[config.mk]
export PLATFORM = sky130hd
export DESIGN_NAME = pc_branch_unit
export DESIGN_NICKNAME = d
export VERILOG_FILES = /design/src/rtl/pc_branch_unit.sv
export SDC_FILE = /design/constraint.sdc
export NUM_CORES = 1
export LEC_CHECK = 0
export BUFFER_PORTS_ARGS = -buffer_cell sky130_fd_sc_hd__buf_2
export CAP_MARGIN = 20
export CORE_MARGIN = 5
export CORE_UTILIZATION = 37
export CTS_CLUSTER_DIAMETER = 200
export DETAILED_ROUTE_END_ITERATION = 12
export SKIP_CTS_REPAIR_TIMING = 1
export SLEW_MARGIN = 20
export SYNTH_ARGS = -nofsm -noshare
export SYNTH_HDL_FRONTEND = slang
export SYNTH_SLANG_ARGS = --single-unit
[constraint.sdc]
create_clock -name clk -period 4.2 [get_ports clk]
set_input_delay 0.63 -clock clk [delete_from_list [all_inputs] [get_ports clk]]
set_output_delay 0.63 -clock clk [all_outputs]
set_load 0.1 [all_outputs]
[src/rtl/pc_branch_unit.sv]
// Program counter and branch/jump unit with a single delay slot.
// Tracks run/delay/halt and produces the link-register write for JAL/JALR/BxxAL.
module pc_branch_unit #(
  parameter logic [31:0] RESET_VECTOR = 32'hBFC00000
) (
  input  logic        clk,
  input  logic        rst_n,
  input  logic        advance,
  input  logic [5:0]  opcode,
  input  logic [5:0]  funct,
  input  logic [4:0]  rt_field,
  input  logic [4:0]  rd_field,
  input  logic [15:0] imm16,
  input  logic [25:0] target26,
  input  logic [31:0] rs_value,
  input  logic [3:0]  branch_conditions,
  output logic [31:0] pc,
  output logic        link_en,
  output logic [4:0]  link_reg,
  output logic [31:0] link_data,
  output logic        active
);

  typedef enum logic [1:0] {RUN, DELAY, HALT} state_t;

  state_t      state_p0, state_nxt;
  logic [31:0] pc_p0, pc_nxt;
  logic [31:0] tgt_p0, tgt_nxt;
  logic [31:0] pc4;
  logic [31:0] jump_tgt;
  logic        taken;
  logic        is_link;
  logic        is_jalr;

  function automatic logic [31:0] branch_target(input logic [31:0] base, input logic [15:0] imm);
    logic signed [31:0] off;
    off = {{14{imm[15]}}, imm, 2'b00};
    return base + off;
  endfunction

  function automatic logic [31:0] region_target(input logic [31:0] base, input logic [25:0] idx);
    return {base[31:28], idx, 2'b00};
  endfunction

  assign pc4     = pc_p0 + 32'd4;
  assign is_jalr = (opcode == 6'b000000) && (funct == 6'b001001);

  always_comb begin
    taken    = 1'b0;
    is_link  = 1'b0;
    jump_tgt = branch_target(pc4, imm16);
    case (opcode)
      6'b000000: begin
        if (funct == 6'b001000 || funct == 6'b001001) begin
          taken    = 1'b1;
          jump_tgt = rs_value & ~32'd3;
          is_link  = is_jalr;
        end
      end
      6'b000001: begin
        case (rt_field)
          5'b00000: taken = branch_conditions[0];
          5'b10000: begin
            taken   = branch_conditions[0];
            is_link = 1'b1;
          end
          5'b00001: taken = branch_conditions[1] | branch_conditions[2];
          5'b10001: begin
            taken   = branch_conditions[1] | branch_conditions[2];
            is_link = 1'b1;
          end
          default: taken = 1'b0;
        endcase
      end
      6'b000010: begin
        taken    = 1'b1;
        jump_tgt = region_target(pc4, target26);
      end
      6'b000011: begin
        taken    = 1'b1;
        jump_tgt = region_target(pc4, target26);
        is_link  = 1'b1;
      end
      6'b000100: taken = branch_conditions[3];
      6'b000101: taken = ~branch_conditions[3];
      6'b000110: taken = branch_conditions[0] | branch_conditions[1];
      6'b000111: taken = branch_conditions[2];
      default:   taken = 1'b0;
    endcase
  end

  always_comb begin
    state_nxt = state_p0;
    pc_nxt    = pc_p0;
    tgt_nxt   = tgt_p0;
    if (advance) begin
      case (state_p0)
        RUN: begin
          pc_nxt = pc4;
          if (taken) begin
            tgt_nxt   = jump_tgt;
            state_nxt = DELAY;
          end
        end
        // A branch sitting in the delay slot never redirects; only the latched target counts.
        DELAY: begin
          pc_nxt    = tgt_p0;
          state_nxt = (tgt_p0 == 32'd0) ? HALT : RUN;
        end
        default: state_nxt = state_p0;
      endcase
    end
  end

  // p0: architectural PC / state / latched target
  always_ff @(posedge clk or negedge rst_n) begin
    if (!rst_n) begin
      state_p0 <= RUN;
      pc_p0    <= RESET_VECTOR;
      tgt_p0   <= 32'd0;
    end else begin
      state_p0 <= state_nxt;
      pc_p0    <= pc_nxt;
      tgt_p0   <= tgt_nxt;
    end
  end

  assign pc        = pc_p0;
  assign active    = (state_p0 != HALT);
  assign link_en   = advance & is_link & (state_p0 != HALT);
  assign link_reg  = is_jalr ? rd_field : 5'd31;
  assign link_data = pc_p0 + 32'd8;

endmodule
==> impl_metrics.yaml <==
synthesis:
  syn_nets: 900
  syn-cell-area_um2: 6110
  synth_cell_types: 72
  synth_edf_count: 0
  synth_area_leaders: "dfrtp_1 23%, ha_1 7.2%, xnor2_1 6.4%"
  synth_warnings: 0
  yosys_register_bits: 66
  synth.avg_cell_area_um2: 8.03
  synthTopCellsByCount: "94 x nand2_1, 57 x dfrtp_1, 56 x o21ai_0"
  synth_top_area_cell: "dfrtp_1"
  yosysMostFrequentCell: "nand2_1"
  async_flop_share: 1.00
  dominantRegCellSynth: "dfrtp_1"
  synth_top_area_frac: 0.233
  syn_inst: 761
  ys_seq_area_frac: 0.272
grt:
  grt_pass1_vias: 5916
  track_usage: 0.215
  antenna_found_initial: 0
  gr-total-overflow: 0
  grt_max_degree: 52
  grt_first_pass_wirelength_um: 33000
sta:
  worst_slew_pin_slew_ps: 964
  fin_crit_sh: 0.942
  hold_violations: 0
  maxSlewViolCount: 0
  fin_hold_ws_ps: 446
  min_period_ps: 3960
  setup_viol: 0
  fin_skew_ps: 5.16
  fmax_mhz: 253
  rsz0062_at_grt: "yes"
  slew_headroom: 0.357
cells_and_area:
  antennaDiodeCount: 0
  area_delta_synth_final_pct: 26.4
  drive_above_1_share: 0.303
  nets: 1070
  fillCellCount: 1662
route:
  drc: 0
  vias: 6335
  totalWireLength_um: 21300
  ant_nets: 0
  via_per_inst: 5.48
  first_pass_iters: 8
  wl_per_cell_um: 18.4
  first_iter_violations: 424
clock_network:
  worstSkewPairLatency_ps: 340
  cts_buffers: 9
  clk_path_buf_depth: 2
  cts_root_buf: "clkbuf_16"
  htreeDepth: 3
  path_clk_slew_ps: 60
  cts.sinks: 66
  cts_tree: "built"
setup_path:
  cp_top_family: "simple AND/OR/NAND/NOR gates"
  worstSetupEndpointType: "flop"
  crit_path_cell_trace: "ha_1 -> nand3_1 -> nor4_4 -> buf_4 -> nand2_1 -> xnor2_1 -> ha_1 -> and4_1 -> nor2b_1 -> o211a_1 -> a41oi_1 -> buf_4 -> nand2_1 -> a21boi_0 -> or4_1 -> o2111a_1"
  slowest_stage: "dfrtp_4"
  crit_cells: 16
  crit_path_start_kind: "flop"
  crit_arrival_ps: 4180
  cp_slowest_stage_delay_ps: 440
  required_ps: 4430
  reg2reg_depth: 16
  worst-path-buf-inv: 2
  crit_type: "reg2reg"
  critPathMaxFanout: 6
hold_path:
  worstHoldPathType: "in2async"
power:
  combinationalPowerShare: 0.680
  ir_drop_uv: 592
  p_leak_nw: 3.71
  switching_share: 0.604
  power.total_mw: 6.79
  intPower_mw: 2.69
  power_switching_mw: 4.10
  pwr-share-seq: 0.206
  clock_power_share: 0.115
  power.density_nw_per_um2: 878
floorplanning:
  fp.coreArea_um2: 16400
  rows: 47
  io_pins: 174
  dieWidth_um: 139
  floorplan.initialDensity: 0.373
  dieHeight_um: 139
  die-area_um2: 19200
placement:
  dp_hpwl_um: 16900
  globalplace.congestion: 0.931
  port_buffers: 171
status:
  outcome: "complete, no violations"
job:
  cap_violations: 0
## worst paths after layout
path / from / endpoint / slack [ps]
max in group asynchronous: rst_n / pc[27] / 2800
min in group clk: tgt_p0[0] / tgt_p0[0] / 490
hold / removal: rst_n / pc[30] / 450
hold reg to reg: tgt_p0[0] / tgt_p0[0] / 490
setup / recovery: pc[3] / tgt_p0[25] / 240
setup reg to reg: pc[3] / tgt_p0[25] / 240
## cell families after synthesis
logic type / Yosys count / share of synthesized area
simple gates: 272 / 0.225
fa+ha+maj: 36 / 0.0749
mux: 18 / 0.0299
flops: 66 / 0.272
compound gates: 230 / 0.246
buf+inv: 65 / 0.0452
xor+xnor: 74 / 0.107
## power groups by stage
stage	clock, mW	combinational, mW	sequential, mW
after detailed placement	0	4.56	1.40
after global placement	0	4.55	1.39
after CTS	0.790	4.58	1.39
final	0.778	4.61	1.40
after global routing	0.817	4.90	1.45
after floorplan	0	2.92	2.08
## metal layers
metal / share of wire / track usage / routed length [um] / up-vias
met2: 0.44 / 0.322 / 9320 / 221
met3: 0.066 / 0.0418 / 1410 / 15
met5: 0 / 0 / 0 / -
li1: - / - / - / 3137
met1: 0.48 / 0.318 / 10300 / 2962
met4: 0.012 / 0.0551 / 257 / 0
## metrics by stage
stage	std cells	instance area (um^2)	TNS, ps	setup slack (ps)	util
CTS	1152	7670	0	169	0.468
global route	1156	7730	-12.9	-12.9	0.471
floorplan	761	6190	-24.2	-24.2	-
finish	1156	7730	0	244	0.471
detailed placement	1136	7370	0	217	0.449
global placement	1136	7370	0	226	0.449
## registers in the layout (all words and copies together), names as in the netlist
register / flops
tgt_p0: 32
pc: 32
state_p0: 2
## cell type report
class                      instances  area [um^2]  area share
multi-input combinational        630         4270       0.552
sequential                        66         1690       0.218
timing repair buffer             209         1140       0.148
tap                              220          275      0.0356
clock buffer                      10          239      0.0309
clock inverter                     6         63.8     0.00826
inverter                          15         56.3     0.00729
## layout by cell type, fill, tap and decap left out, drive strengths merged, types with 3 or more instances in the layout
| cell type | synthesis | routed |
|---|---|---|
| nor4b | 3 | 3 |
| dfstp | 9 | 9 |
| a21o | 16 | 16 |
| o21a | 9 | 9 |
| or2 | 8 | 8 |
| a222oi | 15 | 15 |
| ha | 35 | 35 |
| o22ai | 11 | 11 |
| nand4 | 7 | 7 |
| or3 | 3 | 3 |
| nand3 | 32 | 32 |
| and4 | 3 | 3 |
| nor2b | 4 | 4 |
| a21boi | 3 | 3 |
| a311oi | 3 | 3 |
| xor2 | 28 | 28 |
| dfrtp | 57 | 57 |
| nor4 | 13 | 13 |
| o2111ai | 3 | 3 |
| a221oi | 5 | 5 |
| a211oi | 6 | 6 |
| a211o | 3 | 3 |
| a22oi | 10 | 10 |
| nor3b | 3 | 3 |
| o31ai | 4 | 4 |
| and2 | 9 | 9 |
| clkbuf | 30 | 10 |
| nand2b | 3 | 3 |
| buf | 20 | 209 |
| o211ai | 7 | 7 |
| nand2 | 96 | 96 |
| nor3 | 25 | 25 |
| inv | 15 | 16 |
| a21oi | 51 | 51 |
| mux2i | 16 | 16 |
| xnor2 | 46 | 46 |
| nor2 | 51 | 51 |
| and3 | 10 | 10 |
| o21ai | 67 | 67 |
Power figures use the tool's default switching activity.
